[src/rtl/diag_scaler.sv]
// diag_scaler -- diagonal scaling stage of the LDL^T solve chain, Z = D^-1 * Y.
//
// Sits between the forward pass (L*Y = B) and the backward pass (L^T*X = Z).
// D is the diagonal of the packed factor A (unit diagonal of L is implicit).
// Phase 1 reads each row i of A, extracts d_i = A[i][i] and divides 1.0 / d_i
// on the shared fp divider, storing the reciprocal vector.
// Phase 2 reads each column k of Y and multiplies it by the reciprocal vector
// on the shared vector-mult ALU (elementwise mode).
// Each result column is then written out one element per cycle.
//
// Optional feature macro: DIAG_SCALER_ZERO_CHECK_EN
//   Enables the zero-diagonal bypass and adds the sticky diag_zero_err output.
//
// Ports:
//   clk, rst                       clock; asynchronous active-low reset
//   start / finished               job start (IDLE only) / one-cycle done pulse
//   a_row_addr(_ready)             row read request to A
//   a_row_valid, a_row_out         row read response
//   div_num, div_den, div_ready    divide request (1.0 / d_i)
//   div_out, div_valid             divide response
//   vector_mult_in_a/_in_b/_ready  elementwise multiply request (Y column, 1/d)
//   vector_mult_out/_valid         multiply response
//   dot_product_mode               tied 0 (elementwise mode)
//   y_col_addr(_ready)             column read request to Y
//   y_col_valid, y_col_out         column read response
//   z_write_row/col_addr, z_write_data, z_write_ready   Z element write port
//   diag_zero_err                  sticky zero-diagonal flag (macro builds only)

module diag_scaler #(
   parameter int unsigned      N      = 4,
   parameter int unsigned      M      = 3,
   parameter int unsigned      WIDTH  = 32,
   parameter logic [WIDTH-1:0] FP_ONE = 32'h3F800000,
   localparam int              AW     = (N > 1) ? $clog2(N) : 1,
   localparam int              MW     = (M > 1) ? $clog2(M) : 1
) (
   input  logic                 clk,
   input  logic                 rst,
   input  logic                 start,
   output logic                 finished,
   output logic [AW-1:0]        a_row_addr,
   output logic                 a_row_addr_ready,
   input  logic                 a_row_valid,
   input  logic [N*WIDTH-1:0]   a_row_out,
   output logic [WIDTH-1:0]     div_num,
   output logic [WIDTH-1:0]     div_den,
   output logic                 div_ready,
   input  logic [WIDTH-1:0]     div_out,
   input  logic                 div_valid,
   output logic [N*WIDTH-1:0]   vector_mult_in_a,
   output logic [N*WIDTH-1:0]   vector_mult_in_b,
   output logic                 vector_mult_ready,
   input  logic [N*WIDTH-1:0]   vector_mult_out,
   input  logic                 vector_mult_valid,
   output logic                 dot_product_mode,
   output logic [MW-1:0]        y_col_addr,
   output logic                 y_col_addr_ready,
   input  logic                 y_col_valid,
   input  logic [N*WIDTH-1:0]   y_col_out,
   output logic [AW-1:0]        z_write_row_addr,
   output logic [MW-1:0]        z_write_col_addr,
   output logic [WIDTH-1:0]     z_write_data,
`ifdef DIAG_SCALER_ZERO_CHECK_EN
   output logic                 diag_zero_err,
`endif
   output logic                 z_write_ready
);

   localparam logic [AW-1:0] I_LAST = AW'(N - 1);
   localparam logic [MW-1:0] K_LAST = MW'(M - 1);

   typedef enum logic [3:0] {
      S_IDLE, S_D_REQ, S_D_WAIT, S_D_ISSUE, S_D_DIV,
      S_Y_REQ, S_Y_WAIT, S_V_ISSUE, S_V_WAIT, S_WRITE, S_DONE
   } state_e;

   state_e             state_q, state_d;
   logic [AW-1:0]      i_q, i_d;        // diagonal index
   logic [AW-1:0]      j_q, j_d;        // row index within the write burst
   logic [MW-1:0]      k_q, k_d;        // column index
   logic [WIDTH-1:0]   d_q, d_d;        // captured diagonal element
   logic [N*WIDTH-1:0] inv_q, inv_d;    // reciprocal vector, element i at [i*WIDTH]
   logic [N*WIDTH-1:0] ybuf_q, ybuf_d;
   logic [N*WIDTH-1:0] zbuf_q, zbuf_d;
`ifdef DIAG_SCALER_ZERO_CHECK_EN
   logic               err_q, err_d;
   assign diag_zero_err = err_q;
`endif

   logic [WIDTH-1:0] a_diag;
   assign a_diag = a_row_out[i_q*WIDTH +: WIDTH];

   always_ff @(posedge clk or negedge rst) begin
      if (!rst) begin
         state_q <= S_IDLE;
         i_q     <= '0;
         j_q     <= '0;
         k_q     <= '0;
         d_q     <= '0;
         // NOTE: the reciprocal and data buffers are plain flops, so they take the
         // async reset too; this keeps X out of the datapath after power-up.
         inv_q   <= '0;
         ybuf_q  <= '0;
         zbuf_q  <= '0;
`ifdef DIAG_SCALER_ZERO_CHECK_EN
         err_q   <= 1'b0;
`endif
      end else begin
         // NOTE: non-blocking only in clocked blocks, so every register sees the
         // pre-edge value of every other register regardless of statement order.
         state_q <= state_d;
         i_q     <= i_d;
         j_q     <= j_d;
         k_q     <= k_d;
         d_q     <= d_d;
         inv_q   <= inv_d;
         ybuf_q  <= ybuf_d;
         zbuf_q  <= zbuf_d;
`ifdef DIAG_SCALER_ZERO_CHECK_EN
         err_q   <= err_d;
`endif
      end
   end

   // Outputs are decoded from state only; data outputs are held at zero outside
   // the cycle that strobes them, so a reset zeroes every output immediately.
   always_comb begin
      // NOTE: every signal gets a default before the case, otherwise paths that
      // do not assign it would infer a latch.
      state_d           = state_q;
      i_d               = i_q;
      j_d               = j_q;
      k_d               = k_q;
      d_d               = d_q;
      inv_d             = inv_q;
      ybuf_d            = ybuf_q;
      zbuf_d            = zbuf_q;
`ifdef DIAG_SCALER_ZERO_CHECK_EN
      err_d             = err_q;
`endif
      finished          = 1'b0;
      a_row_addr        = '0;
      a_row_addr_ready  = 1'b0;
      div_num           = '0;
      div_den           = '0;
      div_ready         = 1'b0;
      vector_mult_in_a  = '0;
      vector_mult_in_b  = '0;
      vector_mult_ready = 1'b0;
      dot_product_mode  = 1'b0;
      y_col_addr        = '0;
      y_col_addr_ready  = 1'b0;
      z_write_row_addr  = '0;
      z_write_col_addr  = '0;
      z_write_data      = '0;
      z_write_ready     = 1'b0;

      unique case (state_q)
         S_IDLE: begin
            i_d = '0;
            j_d = '0;
            k_d = '0;
            if (start) begin
               state_d = S_D_REQ;
`ifdef DIAG_SCALER_ZERO_CHECK_EN
               err_d   = 1'b0;
`endif
            end
         end
         S_D_REQ: begin
            a_row_addr       = i_q;
            a_row_addr_ready = 1'b1;
            state_d          = S_D_WAIT;
         end
         S_D_WAIT: begin
            if (a_row_valid) begin
               d_d     = a_diag;
               state_d = S_D_ISSUE;
`ifdef DIAG_SCALER_ZERO_CHECK_EN
               // +/-0.0 would produce inf: store 0 and skip the divider.
               if (a_diag[WIDTH-2:0] == '0) begin
                  inv_d[i_q*WIDTH +: WIDTH] = '0;
                  err_d                     = 1'b1;
                  if (i_q == I_LAST) begin
                     state_d = S_Y_REQ;
                  end else begin
                     i_d     = i_q + 1'b1;
                     state_d = S_D_REQ;
                  end
               end
`endif
            end
         end
         S_D_ISSUE: begin
            div_ready = 1'b1;
            div_num   = FP_ONE;
            div_den   = d_q;
            state_d   = S_D_DIV;
         end
         S_D_DIV: begin
            if (div_valid) begin
               inv_d[i_q*WIDTH +: WIDTH] = div_out;
               if (i_q == I_LAST) begin
                  state_d = S_Y_REQ;
               end else begin
                  i_d     = i_q + 1'b1;
                  state_d = S_D_REQ;
               end
            end
         end
         S_Y_REQ: begin
            y_col_addr       = k_q;
            y_col_addr_ready = 1'b1;
            state_d          = S_Y_WAIT;
         end
         S_Y_WAIT: begin
            if (y_col_valid) begin
               ybuf_d  = y_col_out;
               state_d = S_V_ISSUE;
            end
         end
         S_V_ISSUE: begin
            vector_mult_ready = 1'b1;
            vector_mult_in_a  = ybuf_q;
            vector_mult_in_b  = inv_q;
            state_d           = S_V_WAIT;
         end
         S_V_WAIT: begin
            if (vector_mult_valid) begin
               zbuf_d  = vector_mult_out;
               j_d     = '0;
               state_d = S_WRITE;
            end
         end
         S_WRITE: begin
            z_write_ready    = 1'b1;
            z_write_row_addr = j_q;
            z_write_col_addr = k_q;
            z_write_data     = zbuf_q[j_q*WIDTH +: WIDTH];
            j_d              = j_q + 1'b1;
            if (j_q == I_LAST) begin
               if (k_q == K_LAST) begin
                  state_d = S_DONE;
               end else begin
                  k_d     = k_q + 1'b1;
                  state_d = S_Y_REQ;
               end
            end
         end
         S_DONE: begin
            finished = 1'b1;
            state_d  = S_IDLE;
         end
         default: state_d = S_IDLE;
      endcase
   end

endmodule

[config.mk]
export PLATFORM = sky130hd
export DESIGN_NAME = diag_scaler
export DESIGN_NICKNAME = d
export VERILOG_FILES = /design/src/rtl/diag_scaler.sv
export SDC_FILE = /design/constraint.sdc
export NUM_CORES = 1
export LEC_CHECK = 0
export CAP_MARGIN = 0
export CORE_AREA = 3 3 311 313
export DETAILED_ROUTE_END_ITERATION = 7
export DIE_AREA = 0 0 314 316
export PLACE_DENSITY = 0.48
export REMOVE_ABC_BUFFERS = 1
export SLEW_MARGIN = 20
export SYNTH_ARGS = -nofsm -noshare
export SYNTH_HDL_FRONTEND = slang
export SYNTH_SLANG_ARGS = --single-unit
[constraint.sdc]
create_clock -name clk -period 2 [get_ports clk]
set_input_delay 0.3 -clock clk [delete_from_list [all_inputs] [get_ports clk]]
set_output_delay 0.3 -clock clk [all_outputs]
set_load 0.03 [all_outputs]
Word level (Yosys, flattened, before mapping)
Index checks and enable logic that the tools add are counted.
{"block": "totals", "regBits": 426, "inputBits": 423, "output_inout_bits": 367, "wordCells": 82}
{"block": "op_classes", "addsub": 4, "eq_ne": 21, "shift": 4, "muxes": 33, "reduce_logical": 12}
{"op": "128-bit 2-to-1 mux", "n": 2}
{"op": "128-bit by 8-bit variable part select with 32-bit output", "n": 2}
{"op": "128-bit bitwise mux", "n": 1}
{"op": "32-bit by 34-bit variable shift with 128-bit output, first input constant", "n": 1}
{"op": "32-bit by 34-bit variable part select with 128-bit output", "n": 1}
{"op": "32-bit 2-to-1 mux", "n": 2}
{"op": "4-bit case mux with 10 select lines", "n": 1}
{"op": "7-bit negation with 34-bit output", "n": 1}
{"op": "30-bit 2-to-1 mux", "n": 1}
{"op": "4-bit 2-to-1 mux", "n": 7}
{"op": "2-bit 2-to-1 mux", "n": 9}
{"op": "4-bit by 3-bit == test with 1-bit output, second input constant", "n": 4}
{"op": "2-bit inequality test, second input constant", "n": 8}
{"op": "4-bit == test, second input constant", "n": 3}
{"op": "2-bit AND reduction", "n": 5}
{"op": "4-bit by 2-bit == test with 1-bit output, second input constant", "n": 2}
{"op": "2-bit case mux with 2 select lines", "n": 2}
{"op": "2-bit by 1-bit adder with 2-bit output, second input constant", "n": 3}
{"op": "2-bit == test, second input constant", "n": 3}
{"op": "1-bit 2-to-1 mux", "n": 6}
{"op": "2-bit case mux with 3 select lines", "n": 1}
{"op": "3-bit AND reduction", "n": 2}
{"op": "6-bit AND reduction", "n": 1}
{"op": "4-bit by 1-bit == test with 1-bit output, second input constant", "n": 1}
{"op": "4 further kinds", "n": 5}

Depth between registers and ports, before layout
{"block": "logic_depth", "word_depth": 4, "depth_mapped": 10, "ltp_nobuf": 6}

Least setup slack after synthesis
Ideal clock, no wire load.
{"block": "synth_timing", "kind": "register -> output", "start": "register state_q[3]", "end": "output div_den[22]", "arrival_time_ns": 1.883, "t_required_ns": 1.700, "setup_slack_ns": -0.183, "stages_incl_launch_ff": 6, "n_path_buf": 2, "cell_sequence": "dfrtp_1 -> buf_4 -> nor2_2 -> and3_1 -> clkbuf_1 -> and2_1"}
{"block": "synth_between", "elab_chain_len": 2}
{"element": "from (decl)", "line": "77", "text": "state_e state_q, state_d;"}
{"element": "from (signal assigned)", "line": "111", "text": "state_q <= state_d;"}
{"element": "4-bit by 2-bit == test with 1-bit output", "line": "158", "text": "unique case (state_q)"}
{"element": "32-bit 2-to-1 mux", "line": "158"}
{"element": "to (decl)", "line": "46", "text": "output logic [WIDTH-1:0] div_den,"}
No other way between the ends.

Final worst setup path
{"block": "layout_timing", "start": "register state_q[0]", "end": "output vector_mult_in_a[78]"}
{"block": "layout_between", "elab_chain_len": 2}
{"element": "4-bit by 3-bit == test with 1-bit output", "line": "158"}
{"element": "128-bit 2-to-1 mux", "line": "158"}
{"element": "to (decl)", "line": "50", "text": "output logic [N*WIDTH-1:0] vector_mult_in_a,"}
No other way between the ends.

==> Implementation_results.wiki <==
{| class="wikitable"
! Metric !! Value
|-
| Result of the run || finished with violations
|-
| Violated checks || setup timing
|-
| Boundary pin count || slightly below 800
|-
| Count of different cell masters after synthesis || 41
|-
| Number of slew-limit violations in the final report || 0
|-
| Pin count of the biggest net entering global routing || 76
|-
| Highest Clock Rate || around 0.4 GHz
|-
| Peak VDD IR || around 0.6 mV
|-
| Number of antenna violations at the first check in global routing || 20
|-
| Clock sink count || roughly 430
|-
| Remaining antenna violation count after routing || 0
|-
| Placed cells || roughly 3700
|-
| Latest clock arrival within the worst-skew pair || slightly below 600 ps
|-
| X dimension of the die || 314 um
|-
| Total via count in the routed design || around 16000
|-
| DR pass1 iterations || 5
|-
| Vias/cell || approximately 4.2
|-
| Fraction of layout cells with a size suffix above 1 || 0.380
|-
| Number of buffers added by the clock tree synthesis step || 54
|-
| WHS || about 190 ps
|-
| Worst-Margin Slew || about 520 ps
|-
| Final non-filler cell area || around 33000 sq um
|-
| Synthesized netlist cell count || roughly 1700
|-
| Number of enable flip-flop cells after synthesis || 0
|-
| Non-filler cells, final || 3845
|-
| Sequential area share after synthesis || 0.501
|-
| Multi-input gate area in the final layout || 9990 sq um
|-
| Mean area per synthesized cell || 12.3 sq um
|-
| Number of max-capacitance violations reported || 0
|-
| Vias in the first global route || approximately 17000
|-
| Post-detailed-placement cell area || 30300 sq um
|-
| Category of the most critical setup path || flop to output port
|-
| Final clock period utilization by the worst path || 1.21
|-
| Die outline area || ~99000 sq um
|-
| DP HPWL || a little over 60000 um
|-
| Final RePlAce weighted congestion || roughly 0.84
|-
| Synth Warn # || 0
|-
| Final hold violations || 0
|-
| Setup crit end kind || output port
|-
| # setup viols final || between 300 and 400
|-
| Critical Path RT || between 1500 and 2000 ps
|-
| Filler cells || around 9300
|-
| Wire per inst || ~22 um
|-
| Maximum level of the CTS H-tree || 2
|-
| Overflow left after global routing || 0
|-
| Worst endpoint data arrival time || roughly 2100 ps
|-
| Reg-to-reg setup timing slack || -60 ps
|-
| Core region area || ~95000 sq um
|-
| Root Buffer Master || clkbuf_16
|-
| Num rows || 113
|-
| Pre-CTS setup slack || -94.0 ps
|-
| Die extent in y || roughly 320 um
|-
| Final min period || roughly 2400 ps
|-
| Share of flip-flops with an asynchronous set or reset || 1.00
|-
| Type of the most critical hold path || input port to async pin
|-
| Leakage power of the design || 15.4 nW
|-
| Wire length after detailed routing || ~83000 um
|-
| CTS tree || done
|-
| Footprint of the flip-flops and latches || 10700 sq um
|-
| Slew headroom || 0.651
|-
| DRC violation total after the first TritonRoute iteration || ~800
|-
| Signed area change from the synthesized netlist to the final layout || 56.7%
|-
| Number of port buffers || about 760
|-
| Total of flip-flops plus latches after synthesis || between 400 and 500
|-
| Setup repair after global routing missed its margin || yes
|-
| Netlist Area Pre-Place || 21300 sq um
|-
| Overall global routing resource usage || 0.158
|-
| Starting utilization of the core area || 0.225
|-
| Clock slew at the register clock pins of the worst setup and hold paths || about 60 ps
|-
| Nets || just under 3000
|-
| Min setup slack post-route || -427 ps
|-
| Global-route wire length before repair || roughly 120000 um
|-
| Clk buf depth || 3
|-
| Pwr dens || between 1000 and 1500 nW/um^2
|-
| Clock Skews || between 20 and 30 ps
|-
| Primary FF master, synth || dfrtp_1
|-
| Critical path startpoint category || flop
|-
| Residual DRC || 0
|-
| Critical path fanouts, max || 11
|}
-- report_power, final --
part | leakage (nW) | switching, mW | internal (mW)
combinational | 9.02 | 5.90 | 7.77
sequential | 5.51 | 1.96 | 11.8
clock | 0.886 | 3.85 | 6.16
total | 15.4 | 11.7 | 25.8
-- layout by cell type (no fill, tap or decap), types with 6 or more instances in the layout --
cell type        Yosys  layout
and2_1             326     236
and2_4               0      90
buf_12               0      58
buf_4               40     225
buf_6               23     149
buf_8                0      12
bufinv_16            0       6
clkbuf_1            43      16
clkbuf_16            0      62
clkbuf_8             0      10
clkdlybuf4s50_1      0     421
clkinv_2             0       6
conb_1               1      26
dfrtp_1            426     422
diode_2              0       8
ha_1                 7       7
inv_1                6       6
mux2_1              21      21
mux2_2              70      70
mux2_4             198     198
mux4_2              64      64
nand2_1            266     265
o21ai_0            108     108
o21ai_1             30      30
-- cell type report --
type                    instances  share of cell area
multi-input cells            1164               0.300
clock inverters                15             0.00705
inverters                       8             0.00105
clock buffers                  81              0.0472
well taps                    1265              0.0475
repair buffers                878               0.277
diodes                          8            0.000600
flip-flops and latches        426               0.320
-- per-layer routing --
layer | up-vias | global-route usage | share of wire
met5 | - | 0 | 0.0013
met4 | 16 | 0.0401 | 0.021
met3 | 109 | 0.0452 | 0.067
met2 | 497 | 0.263 | 0.49
met1 | 8151 | 0.203 | 0.42
li1 | 7413 | - | -
-- cells by family (layout without fill, tap and decap cells) --
group | after synthesis | in the layout | share of synthesized area
buffers and inverters | 167 | 982 | 0.0476
and+or+nand+nor | 627 | 627 | 0.153
other | 1 | 34 | 0.000176
muxes | 356 | 356 | 0.257
adders and majority gates | 7 | 7 | 0.00411
AOI/OAI and AO/OA | 148 | 148 | 0.0370
DFF | 426 | 426 | 0.501
-- registers in the layout, indices dropped and copies added, names as in the netlist --
name	cells
k_q	2
inv_q	128
d_q	32
zbuf_q	128
state_q	4
ybuf_q	128
i_q	2
j_q	2
-- synthesized netlist by cell type, types with 8 or more instances --
master,n,area [sq um]
mux4_2,64,1440
and2_1,326,2040
o21ai_1,30,150
dfrtp_1,426,10700
and3_1,8,50.1
buf_2,50,250
buf_6,23,259
mux2_4,198,2970
mux2_1,21,236
nand2_1,266,998
buf_4,40,300
o21ai_0,108,541
clkbuf_1,43,161
mux2_2,70,788
-- worst paths after layout --
| kind | from | to | cells past startpoint |
|---|---|---|---|
| worst max register to register | state_q[0] | inv_q[26] | 7 |
| worst max-delay path | state_q[0] | vector_mult_in_a[78] | 5 |
| min in group clk | y_col_out[118] | ybuf_q[118] | 2 |
| max in group asynchronous | rst | inv_q[61] | 4 |
| worst min-delay path | rst | zbuf_q[70] | 2 |
| worst min register to register | inv_q[95] | inv_q[95] | 2 |
-- worst max-delay path, stage by stage (launching register included) --
cell       delay (ps)
dfrtp_1           490
and3_4            310
buf_12            200
clkbuf_16         200
and2_1            160
buf_6             140
-- through the flow --
| stage | utilization | setup TNS, ps | total power [mW] |
|---|---|---|---|
| after CTS | 0.346 | -145370 | 37.6 |
| final | 0.353 | -121000 | 37.5 |
| after global placement | 0.320 | -679 | 26.5 |
| after detailed placement | 0.320 | -1170 | 26.8 |
| after floorplan | - | -1974710 | 21.6 |
| after global routing | 0.352 | -170920 | 39.6 |
-- what timing repair did --
action,4_1_cts,5_1_grt
cloned,1,7
endpoints found under the hold margin,92,0
setup buffers,9,3
pin swaps,17,7
gates resized for setup,147,132
hold buffers,1,0
setup endpoints to repair,348,438
Note: power is estimated with default switching activity, not from simulation.
